[config.mk]
export PLATFORM = sky130hd
export DESIGN_NAME = operand_fetch
export DESIGN_NICKNAME = d
export VERILOG_FILES = /design/src/rtl/cpu_pkg.sv /design/src/rtl/reg_file.sv /design/src/rtl/operand_fetch.sv
export SDC_FILE = /design/constraint.sdc
export NUM_CORES = 1
export LEC_CHECK = 0
export ABC_CLOCK_PERIOD_IN_PS = 2100
export BUFFER_PORTS_ARGS = -buffer_cell sky130_fd_sc_hd__buf_2
export CAP_MARGIN = 20
export CORE_MARGIN = 2
export CORE_UTILIZATION = 30
export CTS_CLUSTER_DIAMETER = 80
export CTS_CLUSTER_SIZE = 10
export DETAILED_ROUTE_END_ITERATION = 7
export PLACE_DENSITY = 0.49
export SYNTH_ARGS = -nofsm -noshare
export SYNTH_HDL_FRONTEND = slang
export SYNTH_SLANG_ARGS = --single-unit
export TNS_END_PERCENT = 20
[constraint.sdc]
create_clock -name CLK -period 2.1 [get_ports CLK]
set_input_delay 0.105 -clock CLK [delete_from_list [all_inputs] [get_ports CLK]]
set_output_delay 0.105 -clock CLK [all_outputs]
set_load 0.05 [all_outputs]
[src/rtl/cpu_pkg.sv]
// cpu_pkg: types and constants shared by decode, operand fetch and the ALU.
//   op_t      : 3-bit ALU opcode (values 101..111 are legal but non-writing)
//   reg_idx_t : architectural register index
//   word_t    : register / operand word
//   ex_req_t  : contents of the execute-stage pipeline register
//   op_writes : 1 when the opcode produces a register result
package cpu_pkg;

   localparam int DATA_W = 8;
   localparam int NREG   = 8;
   localparam int IDX_W  = $clog2(NREG);

   typedef enum logic [2:0] {
      OP_AND = 3'b000,
      OP_XOR = 3'b001,
      OP_SHL = 3'b010,
      OP_SHR = 3'b011,
      OP_ADD = 3'b100
   } op_t;

   typedef logic [IDX_W-1:0]  reg_idx_t;
   typedef logic [DATA_W-1:0] word_t;

   typedef struct packed {
      op_t      op;
      word_t    r1;
      word_t    r2;
      reg_idx_t rd;
      logic     rd_we;
   } ex_req_t;

   // Opcodes 000..100 write RD; the upper encodings only flow through.
   function automatic logic op_writes(op_t op);
      logic [2:0] v;
      v = op;
      return (v <= 3'd4);
   endfunction

endpackage

[src/rtl/reg_file.sv]
// reg_file: NREG x DATA_W architectural register file.
//   clk_i, rst_i         : clock, synchronous active-high reset (clears all)
//   ra_addr_i/ra_data_o  : combinational read port A
//   rb_addr_i/rb_data_o  : combinational read port B
//   we_i/waddr_i/wdata_i : synchronous write port
// Reads return the stored value only; writeback bypass is done by the caller.
module reg_file
   import cpu_pkg::*;
(
   input  logic     clk_i,
   input  logic     rst_i,
   input  reg_idx_t ra_addr_i,
   output word_t    ra_data_o,
   input  reg_idx_t rb_addr_i,
   output word_t    rb_data_o,
   input  logic     we_i,
   input  reg_idx_t waddr_i,
   input  word_t    wdata_i
);

   word_t [NREG-1:0] mem_q;

   assign ra_data_o = mem_q[ra_addr_i];
   assign rb_data_o = mem_q[rb_addr_i];

   always_ff @(posedge clk_i) begin
      if (rst_i) begin
         mem_q <= '0;
      end else if (we_i) begin
         mem_q[waddr_i] <= wdata_i;
      end
   end

endmodule

[src/rtl/operand_fetch.sv]
// operand_fetch: operand read / issue stage feeding the ALU.
//   CLK, RESET                 : clock, synchronous active-high reset
//   IN_VALID/IN_READY          : decoded instruction handshake
//   IN_OP, IN_RA, IN_RB        : opcode, src1/dest index, src2 index
//   OUT_VALID/OUT_READY        : execute register handshake
//   OP, R1, R2, RD, RD_WE      : execute register contents (drive the ALU)
//   WB_EN, WB_ADDR, WB_DATA    : register file writeback
// A busy bit per register tracks outstanding writes; a source that is busy
// and not being written back this very cycle stalls the input.
module operand_fetch
   import cpu_pkg::*;
(
   input  logic              CLK,
   input  logic              RESET,
   input  logic              IN_VALID,
   output logic              IN_READY,
   input  logic [2:0]        IN_OP,
   input  logic [IDX_W-1:0]  IN_RA,
   input  logic [IDX_W-1:0]  IN_RB,
   output logic              OUT_VALID,
   input  logic              OUT_READY,
   output logic [2:0]        OP,
   output logic [DATA_W-1:0] R1,
   output logic [DATA_W-1:0] R2,
   output logic [IDX_W-1:0]  RD,
   output logic              RD_WE,
   input  logic              WB_EN,
   input  logic [IDX_W-1:0]  WB_ADDR,
   input  logic [DATA_W-1:0] WB_DATA
);

   op_t             in_op;
   word_t           ra_raw, rb_raw;
   word_t           opa, opb;
   logic            wb_hit_a, wb_hit_b;
   logic            hazard;
   logic            accept;

   ex_req_t         ex_q, ex_d;
   logic            out_valid_q, out_valid_d;
   logic [NREG-1:0] busy_q, busy_d;

   assign in_op = op_t'(IN_OP);

   reg_file u_rf (
      .clk_i     (CLK),
      .rst_i     (RESET),
      .ra_addr_i (IN_RA),
      .ra_data_o (ra_raw),
      .rb_addr_i (IN_RB),
      .rb_data_o (rb_raw),
      .we_i      (WB_EN),
      .waddr_i   (WB_ADDR),
      .wdata_i   (WB_DATA)
   );

   // Same-cycle writeback is forwarded and also resolves the hazard on it.
   assign wb_hit_a = WB_EN && (WB_ADDR == IN_RA);
   assign wb_hit_b = WB_EN && (WB_ADDR == IN_RB);
   assign opa      = wb_hit_a ? WB_DATA : ra_raw;
   assign opb      = wb_hit_b ? WB_DATA : rb_raw;

   // IN_RA doubles as destination, so its check also covers write-after-write.
   assign hazard   = (busy_q[IN_RA] && !wb_hit_a) || (busy_q[IN_RB] && !wb_hit_b);
   assign IN_READY = !hazard && (!out_valid_q || OUT_READY);
   assign accept   = IN_VALID && IN_READY;

   always_comb begin
      ex_d        = ex_q;
      out_valid_d = out_valid_q;
      busy_d      = busy_q;

      if (accept) begin
         ex_d.op     = in_op;
         ex_d.r1     = opa;
         ex_d.r2     = opb;
         ex_d.rd     = IN_RA;
         ex_d.rd_we  = op_writes(in_op);
         out_valid_d = 1'b1;
      end else if (OUT_READY) begin
         out_valid_d = 1'b0;
      end

      // Clear first so a new owner of the same register keeps it busy.
      if (WB_EN) begin
         busy_d[WB_ADDR] = 1'b0;
      end
      if (accept && op_writes(in_op)) begin
         busy_d[IN_RA] = 1'b1;
      end
   end

   always_ff @(posedge CLK) begin
      if (RESET) begin
         ex_q        <= '0;
         out_valid_q <= 1'b0;
         busy_q      <= '0;
      end else begin
         ex_q        <= ex_d;
         out_valid_q <= out_valid_d;
         busy_q      <= busy_d;
      end
   end

   assign OUT_VALID = out_valid_q;
   assign OP        = ex_q.op;
   assign R1        = ex_q.r1;
   assign R2        = ex_q.r2;
   assign RD        = ex_q.rd;
   assign RD_WE     = ex_q.rd_we;

endmodule

Word level (Yosys, flattened, before mapping)
Index checks and enable logic that the tools add are counted.

cells by class
  reduce and logical (&&, ||, !) cells = 16
  mux-type cells = 21
  bitwise logic cells = 3
  multiply operators = 0
  div/mod/pow operators = 0
  shifts and indexed selects = 0
  equal/unequal tests = 2
  add/subtract/negate cells = 0
  $lt $le $gt $ge = 6

operators with widths
  operator                                              count
  bitwise mux 64 bit                                    1
  two-way mux 8 bit                                     7
  binary-select mux 8 bit (select 3 bit)                2
  demux 8 bit (select 3 bit)                            1
  < comparator 3 x 4 -> 1 bit (second input constant)   3
  logical AND 1 bit                                     9
  bitwise AND 8 bit                                     1
  inverter 8 bit                                        1
  bitwise OR 8 bit                                      1
  binary-select mux 1 bit (select 3 bit)                2
  demux 1 bit (select 3 bit)                            2
  equality test 3 bit                                   2
  >= comparator 3 x 1 -> 1 bit (second input constant)  2
  two-way mux 1 bit                                     6
  logical NOT 1 bit                                     4
  <= comparator 3 bit (second input constant)           1
  logical OR 1 bit                                      2
  nonzero test 2 bit                                    1

storage, ports and cells
  memory bits (writable) = 0
  latch bits = 0
  word-level logic and storage cells = 63
  output and inout port bits = 25
  ROM bits = 0
  memories kept = 0
  input port bits = 25
  register bits after elaboration = 96

Logic depth before layout (Yosys ltp)
Gate-level depths: netlist of run 1.

  depth in word-level cells = 10
  depth in mapped cells = 8
  gate-level depth less buffers = 5

Cells and area by module
A second synthesis of run 1 with hierarchy kept.

second synthesis, totals
  cell total of the unflattened synthesis = 508
  area, all modules = 5098.6 µm²

modules (own cells, without submodules)
  module         cells each  area an instance (µm²)  times used  sequential area each (µm²)
  reg_file       330         3459.6                  1           1281.2
  operand_fetch  178         1639.1                  1           640.6

Least setup slack after synthesis of run 1
Ideal clock, no wire load.

  path kind = register to output
  from = register busy_q[7]
  to = output IN_READY
  path buffers = 1
  data required time = 1.995 ns
  data arrival time = 1.924 ns
  stages on the path, launching flop included = 6
  setup slack = 0.071 ns
  path through = dfxtp_1 > mux4_2 > and2b_1 > o31ai_4 > buf_2 > nor2_1

between the ends
  cells in the longest elaborated chain, start to end = 6
  elaborated cells on any way between the ends = 9
  classes of those cells = mux: 4; reduce/logical: 5

ends and longest elaborated chain
  item                                     line                  text
  from (decl)                              operand_fetch.sv:41   logic [NREG-1:0] busy_q, busy_d;
  from (signal assigned)                   operand_fetch.sv:101  busy_q <= busy_d;
  binary-select mux 1 bit (select 3 bit)   operand_fetch.sv:64   assign hazard = (busy_q[IN_RA] && !wb_hit_a) || (busy_q[IN_RB] && !wb_hit_b);
  two-way mux 1 bit (not written as such)  operand_fetch.sv:64
  logical AND 1 bit                        operand_fetch.sv:64
  logical OR 1 bit *                       operand_fetch.sv:64
  logical NOT 1 bit *                      operand_fetch.sv:65   assign IN_READY = !hazard && (!out_valid_q || OUT_READY);
  logical AND 1 bit *                      operand_fetch.sv:65
  to (decl)                                operand_fetch.sv:16   output logic IN_READY,

Mark *: on every way between the ends. The rest lies on a longest branch, timed or not. The select of a mux whose other input is x is not followed.

Final worst setup path of run 1
  from = register busy_q[3]
  to = output IN_READY

The elaborated chain is that of the path after synthesis.

==> flow_summary_export.csv, run 1 <==
group,metric,value,unit
synth,syn_nets,614,
min_path,holdPathStages,3,
global_route,grt_max_degree,52,
global_route,grt_usage,0.199,
placement,post-place-ws,-12.0,ps
worst_setup_path,required,2000,ps
sta,clock_skew,6.75,ps
worst_setup_path,crit_type,"reg2out",
run,drv_cap,0,
drt,vias,4756,
synth,synth_area,4920,um^2
placement,place_inst,842,
global_route,antenna_found_initial,0,
sta,period_share,0.935,
layout,syn_to_final_growth,18.2,%
drt,ant_nets,0,
synth,synth-edff-count,0,
sta,finalSetupViolations,0,
worst_setup_path,max_stage_delay,460,ps
power,p_leak,0.00214,uW
worst_setup_path,path_cells,"mux4_2 > mux2i_1 > buf_4 > nor2_1 > nor2_1 > buf_6",
synth,synthArstFlopShare,0,
synth,synth-compound-area-share,0.197,
synth,ys.flop_type,"dfxtp_1",
sta,holdWs,20.8,ps
placement,portBuffers,49,
global_route,grt_pass1_vias,4482,
layout,layout-drive-gt1-share,0.219,
synth,synth-adder-area-share,0,
min_path,hold_path_class,"in2reg",
floorplanning,row_count,46,
global_route,overflow,0,
synth,synth-simple-area-share,0.199,
worst_setup_path,crit_path_frequent_cell,"nor2_1",
synth,seq_area_frac_synth,0.391,
global_route,gr-max-usage-layer,"met2",
synth,synthCells,589,
run_status,outcome,"complete, no violations",
global_route,grt_use_met1,0.265,
floorplanning,die_w,132,um
synth,ys_ff_latch,96,
worst_setup_path,path_delay_family,"multiplexers",
clock_tree,cts_tree,"yes",
global_route,globalRouteMet3Util,0.0350,
layout,antennaDiodeCount,0,
floorplanning,start_util,0.309,
sta,fmax,509,MHz
clock_tree,insertion_delay,350,ps
synth,synth_xor_area_frac,0.0107,
power,powerDensity,720,nW/um^2
worst_setup_path,cp-end-kind,"output pin",
worst_setup_path,crit_buf_inv,2,
global_route,use_met2,0.325,
drt,drc_errors,0,
worst_setup_path,worstSetupStartpointType,"register",
layout,fin_nets,663,
clock_tree,cts_root_buffer,"clkbuf_16",
power,peakVddDrop,528,uV
clock_tree,cts_num_sinks,96,
sta,final.min_clock_period,1960,ps
placement,gp_congestion,0.878,
clock_tree,clock_path_buffers,2,
clock_tree,numCtsBuffers,9,
worst_setup_path,critPathSlowestCell,"mux4_2",
worst_setup_path,worstPathArrival,1860,ps
clock_tree,path_clk_slew,70,ps
synth,synthMuxAreaShare,0.158,
drt,first_pass_iters,4,
sta,slew_violations,0,
drt,dr.first_iter.drc_count,469,
sta,tightest_slew,632,ps
worst_setup_path,crit_cells,6,
worst_setup_path,rr_worst_depth,7,
sta,rsz0062_at_grt,"false",
synth,synth_top_family_by_area,"simple AND/OR/NAND/NOR gates",
sta,fin_ws,136,ps
floorplanning,coreArea,15900,um^2
worst_setup_path,crit_fanout,3,
synth,ys_warn_count,0,
drt,wire_per_inst,20.3,um
global_route,grt_pass1_wl,26.6,mm
layout,fin_cells,859,
drt,routed_via_density,5.54,
drt,routed_wirelength,17.4,mm
floorplanning,dieArea,17400,um^2
sta,slew_headroom,0.574,
sta,hold_violations,0,
placement,dp_hpwl,12.3,mm
floorplanning,dieHeight,132,um
synth,avgSynthCellArea,8.35,um^2
clock_tree,htree_levels,3,
synth,synth.distinct_cells,50,
floorplanning,io_pins,50,
state kept, by name, indices dropped and copies added, names as in the netlist:
register / count
OUT_VALID: 1
R2: 8
R1: 8
busy_q: 8
RD: 3
u_rf.mem_q: 64
RD_WE: 1
OP: 3
tightest hold or removal path, delay by kind of cell:
kind / cells / cell delay, ps
buffers and inverters: 1 / 110
and+or+nand+nor: 1 / 60
AOI/OAI and AO/OA: 1 / 50
layout by cell type (no fill, tap or decap), types with 3 or more instances in the layout:
master,netlist,final
nand2_1,158,158
dfxtp_1,96,96
a21oi_1,85,85
buf_2,10,48
buf_4,4,35
mux4_2,21,21
mux2i_1,19,19
nand3_1,18,18
nor2_1,17,17
o21ai_1,13,13
o21ai_0,11,11
mux2_2,10,10
clkbuf_16,0,9
nor2b_1,8,8
a221oi_1,8,8
o2111ai_1,8,8
o22ai_1,7,7
xnor2_1,6,6
nand2b_1,6,6
a22oi_1,6,6
nand4_1,5,5
and3_1,4,4
clkinvlp_4,0,4
o211ai_1,3,3
worst paths after layout:
| check | start | slack (ps) | end |
|---|---|---|---|
| worst max-delay path | busy_q[3]$_SDFF_PP0_ | 140 | IN_READY |
| worst min-delay path | IN_OP[2] | 20 | OP[2]$_SDFFE_PP0P_ |
| worst max register to register | busy_q[7]$_SDFF_PP0_ | 170 | R1[5]$_SDFFE_PP0P_ |
| worst min register to register | R1[0]$_SDFFE_PP0P_ | 460 | R1[0]$_SDFFE_PP0P_ |
where the power goes:
part | leakage (uW) | internal [uW] | switching (uW) | total, uW
logic | 0.00123 | 221 | 460 | 680
registers | 0.000778 | 1870 | 33.9 | 1910
clock network | 0.000127 | 839 | 758 | 1600
total | 0.00214 | 2930 | 1250 | 4180
stage by stage:
stage | utilization | power [uW] | area [um^2] | setup TNS, ps
final | 0.365 | 4180 | 5810 | 0
after detailed placement | 0.346 | 2620 | 5520 | -12.0
after global routing | 0.365 | 4340 | 5810 | 0
after CTS | 0.365 | 4210 | 5810 | 0
after global placement | 0.346 | 2610 | 5520 | -8.55
after floorplan | - | 2390 | 4920 | 0
final cells by class:
class	count	area [um^2]
clock inverter	6	43.8
timing repair buffer	86	554
multi-input combinational	443	2780
inverter	2	7.51
fill	1675	10100
sequential	96	1920
clock buffer	10	239
tap	216	270
cells in the mapped netlist (3+ instances only):
cell         n  area share
mux4_2      21       0.096
mux2i_1     19       0.039
nand4_1      5      0.0064
a21oi_1     85       0.086
o21ai_1     13       0.013
mux2_2      10       0.023
and3_1       4      0.0051
o22ai_1      7      0.0089
a22oi_1      6      0.0092
o211ai_1     3      0.0046
clkbuf_1    32       0.024
nand2b_1     6      0.0076
a221oi_1     8       0.014
nand2_1    158        0.12
buf_2       10       0.010
o21ai_0     11       0.011
nand3_1     18       0.018
o2111ai_1    8       0.014
buf_4        4      0.0061
nor2b_1      8       0.010
dfxtp_1     96        0.39
xnor2_1      6       0.011
nor2_1      17       0.013
cell families (layout without fill, tap and decap cells):
logic type / Yosys count / count (layout)
flops: 96 / 96
xor+xnor: 6 / 6
mux: 50 / 50
buf+inv: 50 / 104
simple gates: 228 / 228
compound gates: 159 / 159
metal layers:
layer | up-vias | part of all wire
li1 | 2208 | -
met1 | 2334 | 0.44
met2 | 184 | 0.47
met3 | 30 | 0.063
met4 | 0 | 0.028
met5 | - | 0
timing repair:
item / in CTS / in global routing
setup buffers: 2 / 0
hold buffers: 0 / 0
resized for setup: 3 / 0
endpoints found under the setup margin: 1 / 0
hold endpoints to repair: 0 / 0
Power figures use the tool's default switching activity.
==> run 2, diff against run 1 <==
ABC_AREA = 1   (was unset)
SYNTH_HIERARCHICAL = 1   (was unset)
==> run 2 against run 1 <==
Sequential cell count unchanged; synthesized cell count increased by 57%; global-route usage is 0.73 points lower; worst setup slack better by 340 ps; worst hold slack worse by 8.1 ps; count of clock-buffer cells in the layout is 2 higher; sequential power barely moved; clock skew increased by 3.4 ps; critical path depth is 6 higher.
==> flow_summary_export.csv, run 2 <==
group,metric,value,unit
run_status,outcome,"complete, no violations",
synth,synthDominantCellAreaShare,0.346,
synth,seq_area_frac_synth,0.346,
run,drv_cap,0,
layout,layout-drive-gt1-share,0.123,
drt,drc_errors,0,
global_route,antenna_found_initial,0,
layout,largest_register_ffs,64,
clock_tree,cts_tree,"yes",
layout,fin_nets,986,
clock_tree,path_clk_slew,70,ps
sta,fin_ws,473,ps
worst_setup_path,critPathSlowestCell,"dfxtp_1",
worst_setup_path,required,2380,ps
synth,synth-edff-count,0,
global_route,grt_max_degree,65,
sta,final.min_clock_period,1630,ps
worst_setup_path,cp-end-kind,"register",
placement,place_inst,1179,
global_route,globalRouteMet3Util,0.0291,
floorplanning,dieArea,19600,um^2
global_route,grt_pass1_wl,29.6,mm
worst_setup_path,path_delay_family,"simple AND/OR/NAND/NOR gates",
synth,synth.distinct_cells,27,
floorplanning,io_pins,50,
drt,ant_nets,0,
power,powerDensity,713,nW/um^2
global_route,overflow,0,
sta,tightest_slew,654,ps
floorplanning,coreArea,18000,um^2
synth,synthCells,927,
worst_setup_path,crit_cells,12,
clock_tree,cts_root_buffer,"clkbuf_16",
synth,synth_common_cells,"314 x nand2_1, 133 x nor2_1, 96 x dfxtp_1",
drt,routed_via_density,4.71,
sta,rsz0062_at_grt,"false",
global_route,grt_use_met1,0.280,
clock_tree,clock_path_buffers,2,
layout,fin_cells,1194,
power,power,4450,uW
worst_setup_path,rr_worst_depth,12,
layout,fillers,2129,
clock_tree,cts_num_sinks,96,
worst_setup_path,crit_type,"reg2reg",
sta,slew_headroom,0.561,
global_route,use_met2,0.288,
synth,ys_ff_latch,96,
clock_tree,cts_hold_buf,0,
clock_tree,htree_levels,3,
synth,synth_area,5550,um^2
layout,antennaDiodeCount,0,
floorplanning,dieHeight,140,um
clock_tree,cts_setup_buffers,0,
sta,clock_skew,10.1,ps
drt,routed_wirelength,18.5,mm
sta,tns,0,ps
placement,gp_congestion,0.877,
sta,holdWs,12.7,ps
power,peakVddDrop,336,uV
worst_setup_path,worstPathArrival,1900,ps
floorplanning,row_count,49,
synth,synth.largest_area_cell,"dfxtp_1",
synth,ys.flop_type,"dfxtp_1",
sta,fmax,615,MHz
min_path,holdPathStages,3,
synth,synthArstFlopShare,0,
drt,wire_per_inst,15.5,um
worst_setup_path,crit_fanout,16,
layout,final-seq-area,1920,um^2
drt,first_pass_iters,5,
sta,slew_violations,0,
global_route,grt_usage,0.192,
layout,layout_commonest_cell,"nand2_1",
sta,period_share,0.775,
global_route,grt_pass1_vias,5374,
global_route,gr-max-usage-layer,"met2",
synth,synth.most_common_cell,"nand2_1",
drt,dr.first_iter.drc_count,440,
worst_setup_path,crit_buf_inv,1,
placement,post-place-ws,374,ps
synth,ys_warn_count,6,
drt,vias,5628,
synth,ys_top_cells_by_area,"dfxtp_1 35%, nand2_1 21%, nor2_1 9.0%, nand3_1 6.9%, o21ai_0 6.8%",
floorplanning,start_util,0.308,
sta,hold_violations,0,
worst_setup_path,worstSetupStartpointType,"register",
placement,portBuffers,49,
power,p_leak,0.00305,uW
worst_setup_path,crit_path_frequent_cell,"nand2_1",
clock_tree,numCtsBuffers,9,
clock_tree,insertion_delay,350,ps
synth,avgSynthCellArea,5.98,um^2
synth,syn_nets,952,
floorplanning,die_w,140,um
min_path,hold_path_class,"in2reg",
worst_setup_path,max_stage_delay,330,ps
sta,finalSetupViolations,0,
worst_setup_path,path_cells,"nand2_1 > nand2_1 > nand2_1 > nand2_1 > nand2_1 > nand2_1 > nand2_2 > nand3_4 > nor2_4 > buf_4 > nand2_1 > a21oi_1",
layout,multi_input_area,2950,um^2
layout,syn_to_final_growth,12.5,%
layout,final_cell_mix,"314 x nand2_1, 133 x nor2_1, 96 x dfxtp_1",
layout,regMostFlops,"u_rf/mem_q",
clock_tree,cts_resized,0,
placement,dp_hpwl,13.2,mm
## run 2: cell families after synthesis
| kind of cell | share of synthesized area |
|---|---|
| and+or+nand+nor | 0.416 |
| AOI/OAI and AO/OA | 0.112 |
| buffers and inverters | 0.122 |
| DFF | 0.346 |
| xor gates and xnor gates | 0.00316 |
## run 2: routing by layer
layer,wire [um],vias up
met5,0,-
met2,7940,94
met1,9600,2581
li1,-,2932
met4,351,0
met3,599,21
## run 2: power by group
group / switching (uW) / internal (uW)
registers: 39.7 / 1890
clock network: 704 / 949
logic: 619 / 242
total: 1360 / 3080
## run 2: area by class of cell
class	instances	area share
clock buffer	12	0.0395
clock inverter	3	0.00682
inverter	113	0.0706
multi-input combinational	677	0.472
sequential	96	0.308
tap	229	0.0459
timing repair buffer	64	0.0573
## run 2: tightest hold or removal path, stage by stage
cell and delay (ps):
buf_2 100, nand2_1 60, a21oi_1 50
## run 2: path summary, 6_finish.rpt
path / start / to / slack (ps)
hold reg to reg: R2[5]$_SDFFE_PP0P_ / R2[5]$_SDFFE_PP0P_ / 460
setup reg to reg: busy_q[0]$_SDFF_PP0_ / R2[1]$_SDFFE_PP0P_ / 470
hold / removal: IN_OP[0] / OP[0]$_SDFFE_PP0P_ / 10
setup / recovery: busy_q[0]$_SDFF_PP0_ / R2[1]$_SDFFE_PP0P_ / 470
## run 2: per-stage QoR
| stage | util | cell area, um^2 |
|---|---|---|
| final | 0.346 | 6240 |
| after floorplan | - | 5550 |
| after global routing | 0.346 | 6240 |
| after global placement | 0.330 | 5950 |
| after CTS | 0.346 | 6240 |
| after detailed placement | 0.330 | 5950 |
